==> config.mk <==
export PLATFORM = sky130hd
export DESIGN_NAME = uart_word_rx
export DESIGN_NICKNAME = d
export VERILOG_FILES = /design/src/rtl/uart_word_rx.sv
export SDC_FILE = /design/constraint.sdc
export NUM_CORES = 1
export LEC_CHECK = 0
export BUFFER_PORTS_ARGS = -buffer_cell sky130_fd_sc_hd__buf_2
export CAP_MARGIN = 5
export CORE_UTILIZATION = 55
export DETAILED_ROUTE_END_ITERATION = 8
export GPL_ROUTABILITY_DRIVEN = 1
export PLACE_DENSITY = 0.74
export REMOVE_ABC_BUFFERS = 1
export SYNTH_ARGS = -nofsm -noshare
export SYNTH_HDL_FRONTEND = slang
export SYNTH_SLANG_ARGS = --single-unit
==> constraint.sdc <==
create_clock -name Clock -period 2.18 [get_ports Clock]
set_input_delay 0.436 -clock Clock [delete_from_list [all_inputs] [get_ports Clock]]
set_output_delay 0.436 -clock Clock [all_outputs]
set_load 0.02 [all_outputs]
==> src/rtl/uart_word_rx.sv <==
`timescale 1ns/1ps
`default_nettype none
// ============================================================================
//  Module      : uart_word_rx
//  Description : 8N1 serial receiver. Pairs bytes (low first) into 16-bit
//                words for the CPU serial input port. Each word is held until
//                the CPU acknowledges it. Reports framing errors and overruns.
//  Revision    : 1.0  initial release
// ============================================================================
module uart_word_rx #(
    parameter int CLKS_PER_BIT = 434,
    parameter int TIMEOUT_BITS = 20
) (
    input  logic        Clock,
    input  logic        Reset,
    input  logic        RxD,
    input  logic        ReadAck,
    output logic        serialValid,
    output logic [15:0] serialRead,
    output logic        FrameError,
    output logic        Overrun
);

    localparam int c_BAUD_W   = $clog2(CLKS_PER_BIT);
    localparam int c_TO_LIMIT = TIMEOUT_BITS * CLKS_PER_BIT;
    localparam int c_TO_W     = $clog2(c_TO_LIMIT + 1);

    localparam logic [c_BAUD_W-1:0] c_BAUD_LAST = c_BAUD_W'(CLKS_PER_BIT - 1);
    localparam logic [c_BAUD_W-1:0] c_BAUD_HALF = c_BAUD_W'(CLKS_PER_BIT / 2 - 1);
    localparam logic [c_TO_W-1:0]   c_TO_LAST   = c_TO_W'(c_TO_LIMIT);

    typedef enum logic [1:0] {
        IDLE  = 2'd0,
        START = 2'd1,
        DATA  = 2'd2,
        STOP  = 2'd3
    } state_t;

    logic                r_rxMeta;
    logic                r_rxS;
    logic                r_rxPrev;
    state_t              r_state;
    logic [c_BAUD_W-1:0] r_baudCnt;
    logic [2:0]          r_bitIdx;
    logic [7:0]          r_shift;
    logic [7:0]          r_lowByte;
    logic                r_phaseHigh;
    logic [c_TO_W-1:0]   r_timeoutCnt;

    logic w_startEdge;
    logic w_bitEnd;

    assign w_startEdge = r_rxPrev & ~r_rxS;
    assign w_bitEnd    = (r_baudCnt == c_BAUD_LAST);

    // Two-flop synchronizer on the asynchronous line plus one history flop for edge detection.
    always_ff @(posedge Clock) begin
        if (!Reset) begin
            r_rxMeta <= 1'b1;
            r_rxS    <= 1'b1;
            r_rxPrev <= 1'b1;
        end else begin
            r_rxMeta <= RxD;
            r_rxS    <= r_rxMeta;
            r_rxPrev <= r_rxS;
        end
    end

    // Framing FSM, byte pairing, low-byte timeout and CPU handshake.
    always_ff @(posedge Clock) begin
        if (!Reset) begin
            r_state      <= IDLE;
            r_baudCnt    <= '0;
            r_bitIdx     <= '0;
            r_shift      <= '0;
            r_lowByte    <= '0;
            r_phaseHigh  <= 1'b0;
            r_timeoutCnt <= '0;
            serialValid  <= 1'b0;
            serialRead   <= 16'h0000;
            FrameError   <= 1'b0;
            Overrun      <= 1'b0;
        end else begin
            FrameError <= 1'b0;

            // An acknowledge only matters while a word is held; a same-cycle
            // word completion below re-asserts serialValid.
            if (ReadAck && serialValid) begin
                serialValid <= 1'b0;
            end

            // Low-byte timeout: runs only while waiting in IDLE for the high byte.
            if (!r_phaseHigh) begin
                r_timeoutCnt <= '0;
            end else if (r_state == IDLE) begin
                if (r_timeoutCnt == c_TO_LAST) begin
                    r_phaseHigh  <= 1'b0;
                    r_timeoutCnt <= '0;
                end else begin
                    r_timeoutCnt <= r_timeoutCnt + 1'b1;
                end
            end

            case (r_state)
                IDLE: begin
                    if (w_startEdge) begin
                        r_state   <= START;
                        r_baudCnt <= '0;
                    end
                end

                START: begin
                    if (r_baudCnt == c_BAUD_HALF) begin
                        r_baudCnt <= '0;
                        r_bitIdx  <= '0;
                        // A line already back high at mid start bit was a glitch.
                        r_state   <= r_rxS ? IDLE : DATA;
                    end else begin
                        r_baudCnt <= r_baudCnt + 1'b1;
                    end
                end

                DATA: begin
                    if (w_bitEnd) begin
                        r_baudCnt <= '0;
                        r_shift   <= {r_rxS, r_shift[7:1]};
                        r_bitIdx  <= r_bitIdx + 1'b1;
                        if (r_bitIdx == 3'd7) begin
                            r_state <= STOP;
                        end
                    end else begin
                        r_baudCnt <= r_baudCnt + 1'b1;
                    end
                end

                STOP: begin
                    if (w_bitEnd) begin
                        r_baudCnt <= '0;
                        // Leave at mid stop bit so a back-to-back start edge is seen.
                        r_state   <= IDLE;
                        if (!r_rxS) begin
                            FrameError  <= 1'b1;
                            r_phaseHigh <= 1'b0;
                        end else if (!r_phaseHigh) begin
                            r_lowByte    <= r_shift;
                            r_phaseHigh  <= 1'b1;
                            r_timeoutCnt <= '0;
                        end else begin
                            r_phaseHigh <= 1'b0;
                            if (!serialValid || ReadAck) begin
                                serialRead  <= {r_shift, r_lowByte};
                                serialValid <= 1'b1;
                            end else begin
                                Overrun <= 1'b1;
                            end
                        end
                    end else begin
                        r_baudCnt <= r_baudCnt + 1'b1;
                    end
                end

                default: begin
                    r_state <= IDLE;
                end
            endcase
        end
    end

endmodule
`default_nettype wire

Word level (Yosys, flattened, before mapping)
Index checks and enable logic that the tools add are counted.
{"block": "op_classes", "n_reduce_logical": 13, "muxes": 35, "add_sub_neg": 3, "bitwise": 4, "eq_ne": 12}
{"op": "2-to-1 mux 14 bit", "n": 7}
{"op": "2-to-1 mux 9 bit", "n": 3}
{"op": "case mux 9 bit (3 select lines)", "n": 1}
{"op": "AND reduction 5 bit", "n": 3}
{"op": "adder 14 x 1 -> 14 bit (second input constant)", "n": 1}
{"op": "equality test 14 bit (second input constant)", "n": 1}
{"op": "2-to-1 mux 1 bit", "n": 14}
{"op": "2-to-1 mux 2 bit", "n": 6}
{"op": "!= test 2 bit (second input constant)", "n": 5}
{"op": "adder 9 x 1 -> 9 bit (second input constant)", "n": 1}
{"op": "equality test 9 x 8 -> 1 bit (second input constant)", "n": 1}
{"op": "equality test 9 bit (second input constant)", "n": 1}
{"op": "case mux 2 bit (4 select lines)", "n": 1}
{"op": "2-to-1 mux 3 bit", "n": 2}
{"op": "case mux 3 bit (2 select lines)", "n": 1}
{"op": "AND reduction 3 bit", "n": 2}
{"op": "equality test 2 bit (second input constant)", "n": 2}
{"op": "AND reduction 4 bit", "n": 1}
{"op": "adder 3 x 1 -> 3 bit (second input constant)", "n": 1}
{"op": "equality test 3 bit (second input constant)", "n": 1}
{"op": "NOT 1 bit", "n": 3}
{"op": "equality test 2 x 1 -> 1 bit (second input constant)", "n": 1}
{"op": "logical NOT 2 bit", "n": 1}
{"op": "AND reduction 2 bit", "n": 1}
{"op": "other kinds (6)", "n": 6}
{"block": "word_totals", "elab_cells": 81, "regBits": 67, "in_bits": 4, "output_inout_bits": 19}

Depth between registers and ports, before layout
Gate-level depths: netlist (run 1).
{"block": "logic_depth", "word_depth": 8, "ltp_mapped": 7, "ltp_nobuf": 6}

Worst setup path before layout (run 1)
No wires, ideal clock.
{"block": "synth_path", "path_kind": "register to register", "start": "register r_baudCnt[0]", "end": "register r_baudCnt[6]", "path_slack_ps": 555, "n_path_buf": 1, "synth_period_minus_slack_ps": 1625, "path_stages_with_launch": 8, "setup_time_ps": 86, "arrival_time_ps": 1539, "required_time_ps": 2094, "path_cell_list": "dfxtp_1 inv_1 ha_1 nor4b_2 a211oi_1 buf_2 o21ai_1 a221oi_2"}
{"block": "synth_between", "elab_chain_cells": 3, "word_cells_on_any_way": 6, "classes_between": "add/sub: 1; eq/ne: 2; mux: 3"}
{"element": "start, declared", "line_no": "43", "source": "logic [c_BAUD_W-1:0] r_baudCnt;"}
{"element": "start signal, assigned", "line_no": "119", "source": "r_baudCnt <= r_baudCnt + 1'b1;"}
{"element": "start signal, assigned", "line_no": "132", "source": "r_baudCnt <= r_baudCnt + 1'b1;"}
{"element": "start signal, assigned", "line_no": "158", "source": "r_baudCnt <= r_baudCnt + 1'b1;"}
{"element": "adder 9 x 1 -> 9 bit (tied with other cells)", "line_no": "119, 132, 158"}
{"element": "2-to-1 mux 9 bit, on equally long branches", "line_no": "124, 137, 113"}
{"element": "case mux 9 bit (3 select lines) *", "line_no": "104", "source": "case (r_state)"}
Mark *: on every way between the ends. The rest lies on a longest branch, timed or not.
A chain may end at the register's enable or synchronous reset.

Worst setup path after layout (run 1)
Ends and elaborated chain as after synthesis.

==> qor.yml, run 1 <==
global_route:
  grt_pass1_wl_mm: 11.0
  grt_antenna_before_repair: 0
  grt_pass1_vias: 2331
  grt_max_degree: 31
  grt.total_usage: 0.239
  overflow: 0
yosys:
  synth_top_family_by_area: "simple AND/OR/NAND/NOR gates"
  postSynthAreaPerCell_um2: 9.10
  yosysWarnings: 0
  synth.most_common_cell: "dfxtp_1"
  synth_compound_area_frac: 0.157
  synth_edf_count: 0
  synth.largest_area_cell: "dfxtp_1"
  yosys-top-cells-area: "dfxtp_1 45%, mux2i_1 5.3%, a21oi_1 4.8%, nor2_1 4.2%, nand3_1 4.2%"
  ys_seq_area_frac: 0.445
  synth_xor_area_frac: 0.0320
  synthSimpleGateAreaFrac: 0.235
  synthAdderAreaFrac: 0.0291
  synthesis.instances: 331
  ys_types: 56
  synth.top_cell.area_share: 0.445
  syn_area_um2: 3010
  synth-main-ff-cell: "dfxtp_1"
  synthTopCellsByCount: "67 x dfxtp_1, 34 x nor2_1, 29 x a21oi_1"
  ys_ff_latch: 67
  async_flop_share: 0
  synth_mux_area_frac: 0.0532
timing:
  fmax_ghz: 0.515
  min_period_ns: 1.94
  finalCritPeriodShare: 0.891
  finalSetupViolCount: 0
  worst_pin_slew_ns: 1.14
  fin_skew_ns: 0.00463
  tns_ns: 0
  drv_slew: 0
  whs_ns: 0.287
  finalHoldViolations: 0
  rsz0062_at_grt: "false"
  slew_headroom: 0.236
flow_run:
  drv_cap: 0
run_status:
  status: "completed"
finish:
  final_area_um2: 3400
  n_antenna_cell: 0
  drive_gt1_frac: 0.167
  area_growth_pct: 12.8
  nNetsFinal: 366
  nFillCells: 449
  final_cells: 430
detailed_routing:
  vias: 2468
  routed_wl_mm: 6.32
  drt-wirelength-per-cell_um: 14.7
  vias_per_cell: 5.74
  drc: 0
  firstDrtPassIters: 4
  final_antenna_net_count: 0
  first_iter_violations: 111
clocking:
  numCtsBuffers: 9
  clk_latency_ns: 0.35
  cts_resized: 0
  cts_htree_levels: 3
  hold_buffers: 0
  cts_tree: "yes"
  clk_pin_slew_ns: 0.07
  clock_sinks: 67
  cts_setup_buffers: 0
  cts_buffer_depth: 2
  cts-root-buf: "clkbuf_8"
floorplanning:
  pin_count: 23
  die_area_um2: 5780
  die_w_um: 76
  core_um2: 5200
  num_rows: 26
  die_h_um: 76
  start_util: 0.579
critical_path:
  cp-start-kind: "flop"
  slowest_delay_ns: 0.38
  crit_slowest_cell: "dfxtp_1"
  cp-end-kind: "flop"
  path_class: "flop to flop"
  crit_fanout: 9
  arrival_ns: 2.20
  crit_required_ns: 2.44
  worstPathCellList: "inv_1, ha_1, nor4b_2, a211oi_1, buf_4, o21ai_1, a221oi_2"
hold_path:
  hold_class: "input pin to flop"
placed_design:
  place_area_um2: 3200
  dp.cells: 414
  gp_congestion: 0.839
  io_buffer_count: 22
  hpwlAfterDp_mm: 4.09
pwr:
  vdd_drop_max_mv: 0.541
  p_leak_nw: 1.22
  power_density_nw_per_um2: 692
  power_w: 0.00235
[registers in the layout, indices dropped and copies added (netlist names), named ones only]
name          cells
serialRead       16
r_timeoutCnt     14
r_baudCnt         9
r_lowByte         8
r_shift           8
r_bitIdx          3
FrameError        1
Overrun           1
r_phaseHigh       1
r_rxMeta          1
r_rxPrev          1
r_rxS             1
r_state           1
serialValid       1
[path summary, 6_finish.rpt]
check / endpoint / slack (ns) / cells past startpoint / startpoint
worst max-delay path: r_baudCnt[6] / 0.24 / 7 / r_baudCnt[0]
worst max register to register: r_baudCnt[6] / 0.24 / 7 / r_baudCnt[0]
worst min-delay path: r_rxMeta / 0.29 / 2 / RxD
worst min register to register: r_rxS / 0.41 / 1 / r_rxMeta
[power breakdown]
part / leakage, nW / total, W / internal, W / switching (W)
combinational: 0.589 / 0.0000774 / 0.0000278 / 0.0000496
sequential: 0.540 / 0.00124 / 0.00123 / 0.0000108
clock: 0.0926 / 0.00104 / 0.000558 / 0.000477
total: 1.22 / 0.00235 / 0.00182 / 0.000538
[layout make-up]
cell class	instances	area, um2	area share
timing repair buffer	33	205	0.0604
tap	70	87.6	0.0258
multi-input combinational	232	1520	0.448
clock inverter	4	50.0	0.0147
inverter	12	45.0	0.0133
clock buffer	12	145	0.0427
sequential	67	1340	0.395
[layout by cell type, fill, tap and decap left out, types with 3 or more instances in the layout]
| cell type | count |
|---|---|
| ha_1 | 7 |
| o22ai_1 | 6 |
| and4_1 | 3 |
| a21oi_1 | 29 |
| nand3_1 | 25 |
| inv_1 | 9 |
| o21ai_1 | 11 |
| mux2i_1 | 16 |
| or4_1 | 3 |
| nor3_1 | 5 |
| nor4_1 | 4 |
| nor2_1 | 34 |
| xor2_1 | 4 |
| nand2b_1 | 3 |
| o21ai_0 | 13 |
| clkbuf_8 | 10 |
| dfxtp_1 | 67 |
| buf_2 | 22 |
| nand4_1 | 5 |
| buf_4 | 10 |
| nand2_1 | 19 |
| xnor2_1 | 7 |
[critical path: cells and delay by family (launching register included)]
kind / cells / cell delay (ns)
adders and majority gates: 1 / 0.20
and+or+nand+nor: 1 / 0.17
buffers and inverters: 2 / 0.34
AOI/OAI and AO/OA: 3 / 0.77
DFF: 1 / 0.38
[metal layers]
layer,wire [um],global-route usage
met5,0,0
met4,110,0.104
met3,261,0.0683
met2,3010,0.392
met1,2940,0.295
[cells by family (layout without fill, tap and decap cells)]
logic type      count (synthesis)  in the layout
simple gates                  122            122
mux                            16             16
flops                          67             67
buf+inv                        32             61
fa+ha+maj                       7              7
xor+xnor                       11             11
compound gates                 76             76
[per-stage QoR]
| step | setup WS, ns | utilization |
|---|---|---|
| final | 0.237 | 0.653 |
| after global routing | 0.0556 | 0.653 |
| after CTS | 0.229 | 0.653 |
| after detailed placement | 0.183 | 0.615 |
| after global placement | 0.239 | 0.615 |
| after floorplan | 0.173 | - |
Note: power is estimated with default switching activity, not from simulation.
==> run 2, diff against run 1 <==
CORE_UTILIZATION = 53   (was 55)
clock period = 1.74 ns   (was 2.18 ns; I/O delays follow)
==> run 2 against run 1 <==
  * Sequential power is 25% higher
  * Register-to-register slack got worse by 0.19 ns
  * Clock skew rose by 0.0071 ns
  * Highest routed layer unchanged
  * Die area up 3.7%
  * Via count is 2.8% higher
  * Non-clock buffer count up 19
  * Largest power group unchanged
  * Total power is 25% higher
  * Combinational power up 59%
  * Flip-flop and latch count is the same
==> qor.yml, run 2 (same netlist as run 1, synthesis figures left out) <==
run_status:
  status: "completed"
timing:
  finalSetupViolCount: 0  # unchanged
  finalCritPeriodShare: 0.971  # +0.0803
  fin_ws_ns: 0.0497  # -0.188 ns
  fin_skew_ns: 0.0117  # +0.00711 ns
  slew_headroom: 0.568  # +0.332
  rsz0062_at_grt: "true"
  fmax_ghz: 0.592  # +15%
  min_period_ns: 1.69  # -0.252 ns
  finalHoldViolations: 0  # unchanged
  drv_slew: 0  # unchanged
  worst_pin_slew_ns: 0.644  # -0.499 ns
  whs_ns: 0.212  # -0.0748 ns
clocking:
  numCtsBuffers: 9  # unchanged
  clk_latency_ns: 0.35  # about the same
  hold_buffers: 0  # unchanged
  cts_buffer_depth: 2  # unchanged
  cts_htree_levels: 3  # unchanged
  clock_sinks: 67  # unchanged
  clk_pin_slew_ns: 0.07  # about the same
  cts-root-buf: "clkbuf_8"
  cts_tree: "yes"
global_route:
  grt_pass1_vias: 2368  # +1.6%
  grt.total_usage: 0.232  # -0.00725
  grt_antenna_before_repair: 0  # unchanged
  grt_max_degree: 23  # -26%
  overflow: 0  # unchanged
  grt_pass1_wl_mm: 11.0  # +0.44%
pwr:
  p_leak_nw: 1.34  # +9.6%
  power_w: 0.00294  # +25%
  vdd_drop_max_mv: 0.549  # +1.5%
  power_density_nw_per_um2: 819  # +18%
detailed_routing:
  firstDrtPassIters: 7  # +3
  first_iter_violations: 168  # +51%
  vias: 2537  # +2.8%
  drt-wirelength-per-cell_um: 14.0  # -4.5%
  final_antenna_net_count: 0  # unchanged
  routed_wl_mm: 6.33  # +0.21%
  vias_per_cell: 5.63  # -2.0%
  drc: 0  # unchanged
flow_run:
  drv_cap: 0  # unchanged
critical_path:
  r2r_slack_ns: 0.05  # -0.19 ns
  cp-startpoint: "r_baudCnt[0]"
  worstPathCellList: "inv_2, ha_1, nor4b_4, a211oi_2, buf_4, or4_4, a21oi_2"
  cp-end-kind: "flop"
  cp-start-kind: "flop"
  arrival_ns: 1.96  # -0.24 ns
  reg2reg_depth: 7  # unchanged
  slowest_delay_ns: 0.41  # +0.03 ns
  crit_slowest_cell: "or4_4"
  crit_fanout: 4  # -5
  crit_required_ns: 2.01  # -0.43 ns
  rr_startpoint: "r_baudCnt[0]"
  path_class: "flop to flop"
placed_design:
  hpwlAfterDp_mm: 4.22  # +3.3%
  gp_congestion: 0.813  # -3.1%
  io_buffer_count: 22  # unchanged
  post-place-ws_ns: -0.0539  # -0.237 ns
finish:
  area_growth_pct: 19.2
  largest_reg_flops: 16  # unchanged
  n_antenna_cell: 0  # unchanged
  top_register: "serialRead"
  final_cell_mix: "65 x dfxtp_1, 34 x nor2_1, 28 x a21oi_1, 28 x buf_4, 25 x nand3_1"
  drive_gt1_frac: 0.230  # +0.0629
  nFillCells: 471  # +4.9%
  nNetsFinal: 385  # +5.2%
  final_common_cell: "dfxtp_1"
  reg.largest.list: "serialRead x16, r_timeoutCnt x14, r_baudCnt x9"
floorplanning:
  core_um2: 5510  # +5.8%
  num_rows: 27  # +3.8%
  die_area_um2: 5990  # +3.7%
  pin_count: 23  # unchanged
  start_util: 0.547  # -0.0317
  die_w_um: 77.4  # +1.8%
  die_h_um: 77.4  # +1.8%
hold_path:
  hold_class: "input pin to flop"
run 2: changes by cell type in the layout (fill, tap and decap cells not counted), sizes merged:
cell and change:
clkinvlp -2, buf +19, inv +1, clkbuf -1, clkinv +2
run 2: metal layers:
layer / track usage / wire length [um] / vias up
met3: 0.0518 / 240 / 16
met4: 0.102 / 125 / 0
li1: - / - / 1273
met5: 0 / 0 / -
met2: 0.373 / 3010 / 58
met1: 0.299 / 2960 / 1190
run 2: where the power goes:
part / leakage, nW / switching (W) / internal (W)
combinational: 0.701 / 0.0000712 / 0.0000517
sequential: 0.541 / 0.0000111 / 0.00154
clock: 0.0979 / 0.000594 / 0.000670
total: 1.34 / 0.000676 / 0.00226
run 2: critical path, delay by kind of cell (launching register included):
family	cells	cell delay, ns
AOI/OAI and AO/OA	2	0.26
adders and majority gates	1	0.15
buffers and inverters	2	0.22
DFF	1	0.35
and+or+nand+nor	2	0.65
run 2: repair_timing:
| action | 4_1_cts | 5_1_grt |
|---|---|---|
| setup buffers | 0 | 4 |
| resized for setup | 3 | 7 |
| pin swaps | 0 | 3 |
| setup endpoints to repair | 5 | 23 |
run 2: how the worst min path moves through the flow:
stage                  start        to  slack (ns)  cells past startpoint
floorplan           r_rxMeta     r_rxS        0.39                      1
global placement    r_rxMeta     r_rxS        0.39                      1
detailed placement  r_rxMeta     r_rxS        0.40                      1
CTS                      RxD  r_rxMeta        0.20                      2
global route             RxD  r_rxMeta        0.21                      2
finish                   RxD  r_rxMeta        0.21                      2
run 2: through the flow:
| step | cell area, um2 | TNS, ns | util | cells |
|---|---|---|---|---|
| 3_5_place_dp | 3330 | -0.328 | 0.605 | 431 |
| 6_report | 3590 | 0 | 0.652 | 451 |
| 4_1_cts | 3540 | 0 | 0.644 | 447 |
| 3_3_place_gp | 3330 | -0.0235 | 0.605 | 431 |
| 5_1_grt | 3590 | -0.0217 | 0.652 | 451 |
| 2_1_floorplan | 2910 | -3.26 | - | 311 |
run 2: area by class of cell:
cell class,count,area (um2),area share
multi-input combinational,232,1560,0.434
inverter,12,45.0,0.0126
clock inverter,5,61.3,0.0171
clock buffer,11,131,0.0366
tap,72,90.1,0.0251
timing repair buffer,52,360,0.100
sequential,67,1340,0.374
